===== src/rtl/data_bus_bridge_pkg.sv =====
// Shared CPU data-bus encodings (request kind and access size) plus the alignment rule.
package data_bus_bridge_pkg;

    typedef enum logic [1:0] {
        ACC_NONE = 2'd0,
        ACC_R    = 2'd1,
        ACC_W    = 2'd2,
        ACC_X    = 2'd3
    } mem_access_t;

    typedef enum logic [1:0] {
        LEN_B = 2'd0,
        LEN_H = 2'd1,
        LEN_W = 2'd2
    } mem_len_t;

    // Any size encoding other than byte/halfword is treated as a full word.
    function automatic logic is_misaligned(input mem_len_t len, input logic [1:0] addr_lo);
        case (len)
            LEN_B:   return 1'b0;
            LEN_H:   return addr_lo[0];
            default: return addr_lo != 2'b00;
        endcase
    endfunction

endpackage


===== src/rtl/bus_lane_align.sv =====
// Little-endian lane steering: byte enables, write-data replication, read shift and zero extension.
module bus_lane_align
    import data_bus_bridge_pkg::*;
(
    input  mem_len_t    len_i,
    input  logic [1:0]  addr_lo_i,
    input  logic [31:0] wdata_i,
    input  logic [31:0] rdata_i,
    output logic [3:0]  be_o,
    output logic [31:0] wdata_o,
    output logic [31:0] rdata_o
);

    logic [31:0] rdata_shifted;

    assign rdata_shifted = rdata_i >> {addr_lo_i, 3'b000};

    // NOTE: every output gets a default before the case so no latch is inferred.
    always_comb begin
        be_o    = 4'b1111;
        wdata_o = wdata_i;
        rdata_o = rdata_shifted;
        case (len_i)
            LEN_B: begin
                be_o    = 4'b0001 << addr_lo_i;
                wdata_o = {4{wdata_i[7:0]}};
                rdata_o = {24'h0, rdata_shifted[7:0]};
            end
            LEN_H: begin
                be_o    = 4'b0011 << {addr_lo_i[1], 1'b0};
                wdata_o = {2{wdata_i[15:0]}};
                rdata_o = {16'h0, rdata_shifted[15:0]};
            end
            default: ;
        endcase
    end

endmodule


===== src/rtl/data_bus_bridge.sv =====
// CPU data bus to word-addressed memory bridge (IDLE/REQ/RESP/ERR).
// Optional acknowledge timeout enabled by defining DATA_BUS_TIMEOUT_EN.
module data_bus_bridge
    import data_bus_bridge_pkg::*;
#(
    parameter     TAG     = "DataBusBridge",
    parameter int TIMEOUT = 255
) (
    input  logic        clk,
    input  logic        res,
    input  logic [31:0] db_addr,
    input  mem_access_t db_accessType,
    input  mem_len_t    db_memLen,
    input  logic [31:0] db_dataOut,
    output logic [31:0] db_dataIn,
    output logic        db_ready,
    output logic        db_error,
    output logic        mem_req,
    output logic        mem_we,
    output logic [29:0] mem_addr,
    output logic [3:0]  mem_be,
    output logic [31:0] mem_wdata,
    input  logic [31:0] mem_rdata,
    input  logic        mem_ack
);

    typedef enum logic [1:0] {
        ST_IDLE = 2'd0,
        ST_REQ  = 2'd1,
        ST_RESP = 2'd2,
        ST_ERR  = 2'd3
    } state_t;

    // TAG only prefixes simulation debug output; TIMEOUT must fit the 8-bit wait counter.
    if (TIMEOUT < 1 || TIMEOUT > 255 || $bits(TAG) == 0) begin : g_param_out_of_range
    end

    state_t      state_q, state_d;
    logic [31:0] addr_q, addr_d;
    mem_len_t    len_q, len_d;
    logic [31:0] wdata_q, wdata_d;
    logic        we_q, we_d;
    logic [31:0] rdata_q, rdata_d;
    logic [3:0]  lane_be;
    logic [31:0] lane_wdata;
    logic [31:0] lane_rdata;

`ifdef DATA_BUS_TIMEOUT_EN
    localparam logic [7:0] TIMEOUT_LAST = 8'(TIMEOUT - 1);
    logic [7:0] cnt_q, cnt_d;
`endif

    bus_lane_align u_lane_align (
        .len_i     (len_q),
        .addr_lo_i (addr_q[1:0]),
        .wdata_i   (wdata_q),
        .rdata_i   (mem_rdata),
        .be_o      (lane_be),
        .wdata_o   (lane_wdata),
        .rdata_o   (lane_rdata)
    );

    always_comb begin
        state_d = state_q;
        addr_d  = addr_q;
        len_d   = len_q;
        wdata_d = wdata_q;
        we_d    = we_q;
        rdata_d = rdata_q;
`ifdef DATA_BUS_TIMEOUT_EN
        cnt_d   = cnt_q;
`endif
        case (state_q)
            ST_IDLE: begin
                if (db_accessType != ACC_NONE) begin
                    addr_d  = db_addr;
                    len_d   = db_memLen;
                    wdata_d = db_dataOut;
                    we_d    = (db_accessType == ACC_W);
                    if (is_misaligned(db_memLen, db_addr[1:0])) begin
                        state_d = ST_ERR;
                        rdata_d = '0;
                    end else begin
                        state_d = ST_REQ;
`ifdef DATA_BUS_TIMEOUT_EN
                        cnt_d   = '0;
`endif
                    end
                end
            end
            ST_REQ: begin
                // An acknowledge always wins over a timeout expiring in the same cycle.
                if (mem_ack) begin
                    rdata_d = lane_rdata;
                    state_d = ST_RESP;
                end
`ifdef DATA_BUS_TIMEOUT_EN
                else begin
                    cnt_d = cnt_q + 8'd1;
                    if (cnt_q == TIMEOUT_LAST) begin
                        state_d = ST_ERR;
                        rdata_d = '0;
                    end
                end
`endif
            end
            default: state_d = ST_IDLE;
        endcase
    end

    // NOTE: state registers use non-blocking assignments so all of them update together at the edge.
    always_ff @(posedge clk or negedge res) begin
        if (!res) begin
            state_q <= ST_IDLE;
            addr_q  <= '0;
            len_q   <= LEN_B;
            wdata_q <= '0;
            we_q    <= 1'b0;
            rdata_q <= '0;
`ifdef DATA_BUS_TIMEOUT_EN
            cnt_q   <= '0;
`endif
        end else begin
            state_q <= state_d;
            addr_q  <= addr_d;
            len_q   <= len_d;
            wdata_q <= wdata_d;
            we_q    <= we_d;
            rdata_q <= rdata_d;
`ifdef DATA_BUS_TIMEOUT_EN
            cnt_q   <= cnt_d;
`endif
        end
    end

    // Request-qualified outputs are decoded from state so reset removes them without a clock.
    assign mem_req   = (state_q == ST_REQ);
    assign mem_we    = mem_req & we_q;
    assign mem_be    = mem_req ? lane_be : 4'b0000;
    assign mem_addr  = addr_q[31:2];
    assign mem_wdata = lane_wdata;
    assign db_ready  = (state_q == ST_RESP) || (state_q == ST_ERR);
    assign db_error  = (state_q == ST_ERR);
    assign db_dataIn = rdata_q;

endmodule


===== config.mk =====
export PLATFORM = sky130hd
export DESIGN_NAME = data_bus_bridge
export DESIGN_NICKNAME = d
export VERILOG_FILES = /design/src/rtl/data_bus_bridge_pkg.sv /design/src/rtl/bus_lane_align.sv /design/src/rtl/data_bus_bridge.sv
export SDC_FILE = /design/constraint.sdc
export NUM_CORES = 1
export LEC_CHECK = 0
export ABC_AREA = 1
export BUFFER_PORTS_ARGS = -buffer_cell sky130_fd_sc_hd__buf_2
export CORE_UTILIZATION = 53
export CTS_BUF_LIST = sky130_fd_sc_hd__clkbuf_4 sky130_fd_sc_hd__clkbuf_8 sky130_fd_sc_hd__clkbuf_16
export DETAILED_ROUTE_END_ITERATION = 10
export GPL_TIMING_DRIVEN = 0
export MAX_ROUTING_LAYER = met4
export PLACE_DENSITY = 0.94
export SETUP_SLACK_MARGIN = 0.1
export SYNTH_ARGS = -nofsm -noshare
export SYNTH_HDL_FRONTEND = slang
export SYNTH_SLANG_ARGS = --single-unit

===== constraint.sdc =====
create_clock -name clk -period 2.1 [get_ports clk]
set_clock_uncertainty 0.2 [all_clocks]
set_input_delay 0.105 -clock clk [delete_from_list [all_inputs] [get_ports clk]]
set_output_delay 0.105 -clock clk [all_outputs]
set_load 0.01 [all_outputs]

==> results of run 1 <==
-- synth_stat cells --
cell type,number
nand2_4,1
nand3_4,1
inv_4,1
nand2_1,410
dfrtp_1,101
nand2_2,2
nand3_1,31
buf_1,1
nor2_4,1
inv_2,4
buf_4,51
inv_1,22
clkbuf_1,7
buf_2,12
a21oi_1,4
o211ai_1,3
nor2_2,1
o21ai_0,13
nor2_1,34
o21ai_1,8
buf_6,3
-- state kept, by name (all words and copies together) (netlist names) --
name	count
wdata_q	32
addr_q	32
len_q	2
we_q	1
state_q	2
db_dataIn	32
-- stage by stage --
| step | setup TNS, ns | instances |
|---|---|---|
| 2_1_floorplan | 0 | 711 |
| 3_3_place_gp | -34.31 | 1044 |
| 3_5_place_dp | 0 | 1045 |
| 4_1_cts | 0 | 1163 |
| 5_1_grt | 0 | 1164 |
| 6_report | 0 | 1165 |
-- per-layer routing --
layer | vias to the layer above | routed length, µm
li1 | 2763 | -
met1 | 2814 | 6733
met2 | 450 | 9470
met3 | 105 | 1752
met4 | 0 | 1032
met5 | - | 0
-- final timing paths --
kind | slack (ns) | cells after the start | start | to
setup / recovery | 0.16 | 8 | addr_q[0]$_DFFE_PN0P_ | db_dataIn[13]$_DFFE_PN0P_
hold / removal | -0.0004 | 5 | mem_rdata[8] | db_dataIn[8]$_DFFE_PN0P_
setup reg to reg | 0.16 | 8 | addr_q[0]$_DFFE_PN0P_ | db_dataIn[13]$_DFFE_PN0P_
hold reg to reg | 0.29 | 2 | db_dataIn[25]$_DFFE_PN0P_ | db_dataIn[25]$_DFFE_PN0P_
max in group asynchronous | 0.89 | 3 | res | wdata_q[10]$_DFFE_PN0P_
min in group asynchronous | 0.10 | 2 | res | db_dataIn[18]$_DFFE_PN0P_
-- cell usage in the layout (no fill, tap or decap), types with 5 or more instances in the layout --
cell           netlist  routed
dlygate4sd3_1        0     100
inv_2                4       5
nand3_1             31      31
o21ai_1              8       8
buf_2               12     209
o21ai_0             13      11
buf_6                3       6
buf_4               51      55
inv_1               22      19
clkbuf_1             7       5
nand2_1            410     409
clkbuf_8             0       9
dfrtp_1            101     100
nor2_1              34      33
-- where the power goes --
part | internal (mW) | switching [mW]
logic | 2.61 | 3.77
clock network | 0.575 | 0.726
registers | 2.76 | 0.608
-- area by class of cell --
type,instances,area (µm²)
Sequential cell,101,2529
Timing Repair Buffer,308,2074
Multi-Input combinational cell,509,2049
Fill cell,575,1645
Buffer,74,554.3
Tap cell,129,161.4
Clock buffer,10,131.4
Inverter,27,111.4
Clock inverter,6,68.82
Antenna cell,1,2.502
-- cells by family after synthesis --
kind of cell / after synthesis
buffers and inverters: 101
AO/OA/AOI/OAI: 28
AND/OR/NAND/NOR: 481
flip-flops: 101
-- repair_timing --
action / in CTS / in global routing
pin swaps: 0 / 3
endpoints found under the hold margin: 145 / 0
hold buffers: 101 / 0
gates resized for setup: 7 / 30
setup endpoints to repair: 17 / 27
setup buffers: 1 / 2
-- worst max-delay path: stages (launching register included) --
cell and delay (ns):
dfrtp_1 0.38, buf_6 0.14, inv_6 0.08, buf_8 0.13
nand2_1 0.06, nand3_1 0.06, dlygate4sd3_1 0.57, nand3_1 0.10
o21ai_2 0.15
==> impl_metrics.yaml, run 1 <==
sta:
  period_share_pct: 92.56
  rsz0062_at_grt: "yes"
  worst_slew_pin_slew_ns: 0.7057
  fin_crit_ns: 1.944
  fmax_mhz: 514.5
  slew_viol_final: 0
  final-setup-viol-count: 0
  worst_slack_ns: 0.1563
  whs_ns: -0.0004421
  hold_violations: 1
  slew-limit-headroom_pct: 52.95
grt:
  grt_util_met1_pct: 42.37
  grt_max_degree: 54
  grt.busiest_layer: "met2"
  use_met3_pct: 8.322
  grt_pass1_vias: 6248
  grt_pass1_wl_um: 29370
  grt_use_met2_pct: 67.18
  antenna_found_initial: 0
  grt_use_total_pct: 39.28
  overflow: 0
route:
  routedWlPerCell_um: 16.30
  route.detailed.drc: 0
  drtAntennaViolNets: 0
  avgViaCountPerCell: 5.264
  finalWirelength_um: 18990
  vias: 6132
  drt_iter0_markers: 427
  first_pass_iters: 6
clock_network:
  h-tree-depth: 3
  cts_max_path_buffers: 2
  cts_root_buf: "clkbuf_8"
  clock_sink_count: 101
  clk_latency_ns: 0.36
  numCtsBuffers: 9
  cts_tree: "built"
  clk_pin_slew_ns: 0.10
logic_synthesis:
  yosys.area.top_type_share_pct: 48.92
  synthXorXnorAreaFrac_pct: 0
  synth-simple-area-share_pct: 36.40
  synth_top_area_cell: "dfrtp_1"
  synth_compound_area_share_pct: 2.858
  ys_ff_latch: 101
  ys_top_cells_by_area: "dfrtp_1, nand2_1, buf_4, nand3_1, nor2_1"
  synth.area.mux_share_pct: 0
  synth_area_um2: 5166
  synthAdderAreaFrac_pct: 0
  synth_top_family_by_area: "simple AND/OR/NAND/NOR gates"
  synth_warnings: 0
  yosysUniqueCellTypes: 21
  syn_nets: 814
  synth_cells: 711
  synth.avg_cell_area_um2: 7.266
  seq_area_frac_synth_pct: 48.92
floorplanning:
  dieWidth_um: 100.7
  row_count: 35
  io_pins: 205
  placeableCoreArea_um2: 9328
  fp.dieArea_um2: 10150
  die_h_um: 100.7
  start_util_pct: 55.39
power:
  finalPower_mw: 11.06
  power.leakage_nw: 4.479
  power_density_nw_per_um2: 1439
  vdd_drop_max_mv: 1.106
cells_and_area:
  fin_area_um2: 7682
  drive_above_1_share_pct: 30.24
  fin_util_pct: 82.36
  final_nets: 1133
  area_delta_synth_final_pct: 48.70
run_status:
  failed_checks: "negative hold slack"
  outcome: "complete, but fails checks"
critical_path:
  worstSetupEndpointType: "flip-flop"
  path_max_fanout: 10
  worst-endpoint-arrival_ns: 2.04
  worst-endpoint-required_ns: 2.19
  path_class: "flip-flop to flip-flop"
  crit_path_start_kind: "flip-flop"
run:
  maxCapViolCount: 0
place:
  dp_hpwl_um: 11400
  placed_area_um2: 6379
  place_ws_ns: 0.2816
  gp_congestion: 0.9359
  io_buffer_count: 204
worst_hold_path:
  hold_class: "input port to flip-flop"
Note: power is estimated with default switching activity, not from simulation.
==> run 2, diff against run 1 <==
HOLD_SLACK_MARGIN = 0.03   (was default)
RECOVER_POWER = 25   (was default)
==> impl_metrics.yaml, run 2 (synthesis results as in run 1) <==
run_status:
  outcome: "completed"
critical_path:
  path_max_fanout: 10
  worstSetupEndpointType: "primary output"
  worst-endpoint-arrival_ns: 1.63
  crit_path_max_incr_delay_ns: 0.40
  cpMaxStageDelayCell: "dfrtp_1"
  cp-startpoint: "len_q[1]$_DFFE_PN0P_"
  worstPathCellList: "buf_4 -> clkbuf_2 -> nand2_1 -> nand2_1 -> buf_2"
  crit_family: "buffers and inverters"
  path_class: "flip-flop to primary output"
  crit_path_frequent_cell: "nand2_1"
  rr_startpoint: "addr_q[0]$_DFFE_PN0P_"
  crit_path_start_kind: "flip-flop"
  worst-endpoint-required_ns: 1.79
  critical_path_buf_inv_count: 3
cells_and_area:
  drive_above_1_share_pct: 27.90
  ff_latch_area_um2: 2529
  area_delta_synth_final_pct: 50.01
  final_nets: 1141
  multi_input_area_um2: 2046
  fin_area_um2: 7750
  num-fill-cells: 570
  layout_commonest_cell: "nand2_1"
  final_cell_mix: "nand2_1, buf_2, dlygate4sd3_1"
grt:
  use_met3_pct: 8.807
  grt_use_total_pct: 40.09
  grt_pass1_vias: 6328
  overflow: 0
  grt.busiest_layer: "met2"
  grt_pass1_wl_um: 29910
  grt_use_met2_pct: 67.86
  antenna_found_initial: 0
  grt_max_degree: 54
  grt_util_met1_pct: 43.66
floorplanning:
  fp.dieArea_um2: 10150
  dieWidth_um: 100.7
  row_count: 35
  start_util_pct: 55.39
  die_h_um: 100.7
  io_pins: 205
  placeableCoreArea_um2: 9328
sta:
  final-setup-viol-count: 0
  worst_slew_pin_slew_ns: 1.380
  slew_viol_final: 0
  whs_ns: 0.06381
  tns_ns: 0
  hold_violations: 0
  fin_crit_ns: 1.938
  period_share_pct: 92.30
  fmax_mhz: 515.9
  slew-limit-headroom_pct: 7.984
  rsz0062_at_grt: "no"
clock_network:
  clk_pin_slew_ns: 0.11
  cts_max_path_buffers: 2
  clk_latency_ns: 0.36
  numCtsBuffers: 9
  cts_root_buf: "clkbuf_8"
  cts_tree: "built"
  h-tree-depth: 3
  clock_sink_count: 101
power:
  vdd_drop_max_mv: 1.101
  finalPower_mw: 11.19
  power_density_nw_per_um2: 1443
  power.leakage_nw: 4.422
  p_sw_share_pct: 46.24
  seqPwrFrac_pct: 30.2
  switchingPower_mw: 5.173
  comb_power_share_pct: 58.2
  intPower_mw: 6.014
  pwr-share-clk_pct: 11.6
place:
  dp_hpwl_um: 11400
  io_buffer_count: 204
  gp_congestion: 0.9359
  placed_area_um2: 6379
worst_hold_path:
  hold_class: "input port to flip-flop"
  min-delay-start: "mem_rdata[15]"
route:
  routedWlPerCell_um: 16.57
  avgViaCountPerCell: 5.283
  vias: 6197
  drtAntennaViolNets: 0
  drt_iter0_markers: 454
  first_pass_iters: 5
  finalWirelength_um: 19440
  route.detailed.drc: 0
run:
  maxCapViolCount: 0
## run 2: cell count changes in the layout (fill, tap and decap cells not counted), sizes merged
cell         previous run  this run
dlygate4sd3           100       105
buf                   273       251
clkbuf                 19        44
## run 2: path summary, 6_finish.rpt
path                                              to  slack, ns  cells after the start
max in group asynchronous     state_q[0]$_DFFE_PN0P_       0.40                      2
min                         db_dataIn[7]$_DFFE_PN0P_       0.06                      7
max reg2reg                 db_dataIn[2]$_DFFE_PN0P_       0.19                     10
min in group asynchronous  db_dataIn[18]$_DFFE_PN0P_       0.37                      2
max                                    mem_wdata[17]       0.16                      5
min reg2reg                 db_dataIn[5]$_DFFE_PN0P_       0.29                      2
## run 2: layout make-up
type | instances | share of cell area (%)
Timing Repair Buffer | 316 | 27.51
Buffer | 74 | 7.297
Inverter | 27 | 1.469
Clock buffer | 10 | 1.695
Antenna cell | 1 | 0.03229
Clock inverter | 6 | 0.8880
Sequential cell | 101 | 32.63
Tap cell | 129 | 2.083
Multi-Input combinational cell | 509 | 26.40
## run 2: power groups by stage
stage	sequential (mW)	clock, mW	combinational [mW]
2_1_floorplan	3.26	0	3.66
3_3_place_gp	3.29	0	5.51
3_5_place_dp	3.31	0	5.63
4_1_cts	3.28	1.29	5.99
5_1_grt	3.44	1.39	7.04
6_report	3.38	1.30	6.51
## run 2: routing by layer
layer / routed length, µm / vias up
li1: - / 2774
met1: 6757 / 2815
met2: 9565 / 494
met3: 2038 / 114
met4: 1077 / 0
met5: 0 / -
## run 2: repair_timing
action / CTS / global route
endpoints found under the setup margin: 17 / 29
pin swaps: 0 / 2
resized for setup: 7 / 34
cloned: 0 / 1
hold endpoints to repair: 151 / 1
buffers inserted: 1 / 4
hold buffers: 106 / 1
## run 2: worst register-to-register path: cells and delay by family (launching register included)
kind          cells  cell delay [ns]
buf+inv           4             0.93
simple gates      6             0.38
flops             1             0.38
## run 2: stage by stage
| stage | std cells | worst slack, ns | util, % |
|---|---|---|---|
| 6_report | 1173 | 0.1617 | 83.09 |
| 5_1_grt | 1172 | 0.1041 | 83.06 |
| 4_1_cts | 1168 | 0.09661 | 82.15 |
| 3_5_place_dp | 1045 | 0.2816 | 68.38 |
| 3_3_place_gp | 1044 | -0.3477 | 68.06 |
| 2_1_floorplan | 711 | 0.6603 | - |
==> run 3, diff against run 2 <==
PLACE_DENSITY = 0.93   (was 0.94)
SYNTH_HIERARCHICAL = 1   (was default)
TNS_END_PERCENT = 1   (was default)
==> impl_metrics.yaml, run 3 <==
run_status:
  outcome: "completed"
logic_synthesis:
  synth_flop_cell: "dfrtp_1"
  ys_top_cells_by_area: "dfrtp_1, nand2_1, buf_4, nand4_1, nand3_1"
  synth-simple-area-share_pct: 38.80
  synth_area_um2: 5389
  yosys.area.top_type_share_pct: 46.90
  synthAdderAreaFrac_pct: 0
  synth_edf_count: 0
  synth_common_cells: "nand2_1, dfrtp_1, buf_4"
  synthXorXnorAreaFrac_pct: 0
  synth_top_area_cell: "dfrtp_1"
  yosysUniqueCellTypes: 21
  ys_ff_latch: 101
  async_flop_share_pct: 100.0
  synth.avg_cell_area_um2: 7.292
  yosysMostFrequentCell: "nand2_1"
  synth_warnings: 6
  seq_area_frac_synth_pct: 46.90
  syn_nets: 842
  synth_top_family_by_area: "simple AND/OR/NAND/NOR gates"
  synth_cells: 739
  synth.area.mux_share_pct: 0
  synth_compound_area_share_pct: 2.136
power:
  power.leakage_nw: 4.666
  comb_power_share_pct: 57.4
  seqPwrFrac_pct: 31.0
  pwr-share-clk_pct: 11.6
  switchingPower_mw: 5.361
  power_density_nw_per_um2: 1434
  p_sw_share_pct: 47.45
  intPower_mw: 5.937
  vdd_drop_max_mv: 0.8677
floorplanning:
  start_util_pct: 54.88
  row_count: 36
  io_pins: 205
  fp.dieArea_um2: 10580
  die_h_um: 102.8
  dieWidth_um: 102.8
  placeableCoreArea_um2: 9819
clock_network:
  cts_max_path_buffers: 2
  cts_tree: "built"
  cts_root_buf: "clkbuf_8"
  clk_latency_ns: 0.37
  clk_pin_slew_ns: 0.10
  clock_sink_count: 101
  numCtsBuffers: 9
  h-tree-depth: 3
run:
  maxCapViolCount: 0
route:
  drt_iter0_markers: 473
  drtAntennaViolNets: 0
  avgViaCountPerCell: 5.334
  route.detailed.drc: 0
  routedWlPerCell_um: 16.93
  vias: 6417
  first_pass_iters: 7
  finalWirelength_um: 20370
place:
  gp_congestion: 0.9532
  dp_hpwl_um: 11610
  io_buffer_count: 203
  place_ws_ns: 0.4835
critical_path:
  path_class: "flip-flop to primary output"
  reg2regPathDepth: 6
  rr_endpoint: "wdata_q[7]$_DFFE_PN0P_"
  crit_family: "buffers and inverters"
  path_max_fanout: 10
  critical_path_buf_inv_count: 5
  worstSetupEndpointType: "primary output"
  reg2reg_slack_ns: 0.33
  crit_path_max_incr_delay_ns: 0.44
  cp-startpoint: "len_q[1]$_DFFE_PN0P_"
  cpMaxStageDelayCell: "dfrtp_1"
  worstPathCellList: "buf_6 -> inv_1 -> buf_2 -> o21ai_0 -> inv_1 -> nor2_1 -> buf_2"
  worst-endpoint-arrival_ns: 1.70
  rr_startpoint: "state_q[1]$_DFFE_PN0P_"
  worst-endpoint-required_ns: 1.79
  crit_path_start_kind: "flip-flop"
sta:
  slew_viol_final: 0
  tns_ns: 0
  hold_violations: 0
  fmax_mhz: 499.1
  slew-limit-headroom_pct: 12.96
  period_share_pct: 95.42
  fin_crit_ns: 2.004
  final-setup-viol-count: 0
  worst_slew_pin_slew_ns: 1.306
  worst_slack_ns: 0.09627
  rsz0062_at_grt: "yes"
worst_hold_path:
  holdPathStages: 5
  holdPathEnd: "db_dataIn[31]$_DFFE_PN0P_"
  min-delay-start: "db_accessType[0]"
  hold_class: "input port to flip-flop"
grt:
  antenna_found_initial: 1
  grt_pass1_vias: 6400
  overflow: 0
  grt_pass1_wl_um: 30570
  grt_max_degree: 73
  grt_use_total_pct: 40.00
cells_and_area:
  multi_input_area_um2: 2208
  drive_above_1_share_pct: 29.75
  fin_util_pct: 80.21
  area_delta_synth_final_pct: 46.16
  final_cell_mix: "nand2_1, buf_2, dlygate4sd3_1"
  num-fill-cells: 644
  final_nets: 1167
  layout_commonest_cell: "nand2_1"
  ff_latch_area_um2: 2527
[run 3: cell types whose count changed after synthesis, moves of 4 or more]
cell,change
nand4_1,+32
buf_4,-6
inv_1,+10
buf_2,+5
a21oi_1,-4
nand3_1,-5
nand2_1,-10
o21ai_0,-6
a21oi_2,+8
clkbuf_1,+4
nor3_1,+6
o21ai_1,-6
[run 3: per-stage QoR]
step	hold slack (ns)	instance area (µm²)	instances	total power, mW
2_1_floorplan	-0.3906	5389	739	7.197
3_3_place_gp	0.09843	6571	1075	9.117
3_5_place_dp	-0.1367	6601	1076	9.268
4_1_cts	0.04210	7845	1195	10.73
5_1_grt	0.1098	7876	1203	11.98
6_report	0.07474	7876	1203	11.30
[run 3: worst max-delay path by stage]
stage                              endpoint  slack, ns  cells after the start
global route                      mem_be[1]       0.02                      7
floorplan                         mem_be[0]       0.69                      7
finish                            mem_be[1]        0.1                      7
CTS                               mem_be[0]       0.10                      8
global placement    wdata_q[18]$_DFFE_PN0P_      -0.35                      1
detailed placement                mem_be[0]       0.48                      7
[run 3: area by class of cell]
| type | count | area share (%) |
|---|---|---|
| sequential | 101 | 32.09 |
| multi-input combinational | 524 | 28.04 |
| timing repair buffer | 314 | 26.82 |
| buffer | 78 | 6.656 |
| tap | 133 | 2.113 |
| inverter | 36 | 1.716 |
| clock buffer | 10 | 1.668 |
| clock inverter | 6 | 0.8737 |
| antenna | 1 | 0.03177 |
[run 3: what timing repair did]
item,CTS,global route
setup buffers,0,7
hold endpoints to repair,200,0
cloned,0,0
resized for setup,1,5
setup endpoints to repair,1,15
hold buffers,103,0
pin swaps,0,1
[run 3: logic make-up after synthesis]
logic type             after synthesis
buffers and inverters              114
AO/OA/AOI/OAI                       17
flip-flops                         101
AND/OR/NAND/NOR                    507
[run 3: power groups by stage]
stage	Combinational [mW]	Sequential, mW	Clock (mW)
2_1_floorplan	3.84	3.35	0
3_3_place_gp	5.71	3.41	0
3_5_place_dp	5.85	3.42	0
4_1_cts	6.03	3.40	1.30
5_1_grt	7.04	3.55	1.39
6_report	6.48	3.51	1.31
[run 3: per-layer routing]
metal	up-vias	GRT usage, %	routed length [µm]
met1	2891	43.37	7172
met2	495	67.38	9809
met5	-	-	0
met3	135	8.678	2084
met4	0	23.94	1300
li1	2896	-	-
[run 3: tightest hold or removal path: stages]
cell	delay [ns]
buf_2	0.07
inv_1	0.05
nand3_1	0.19
nand4_1	0.12
nand2_1	0.07
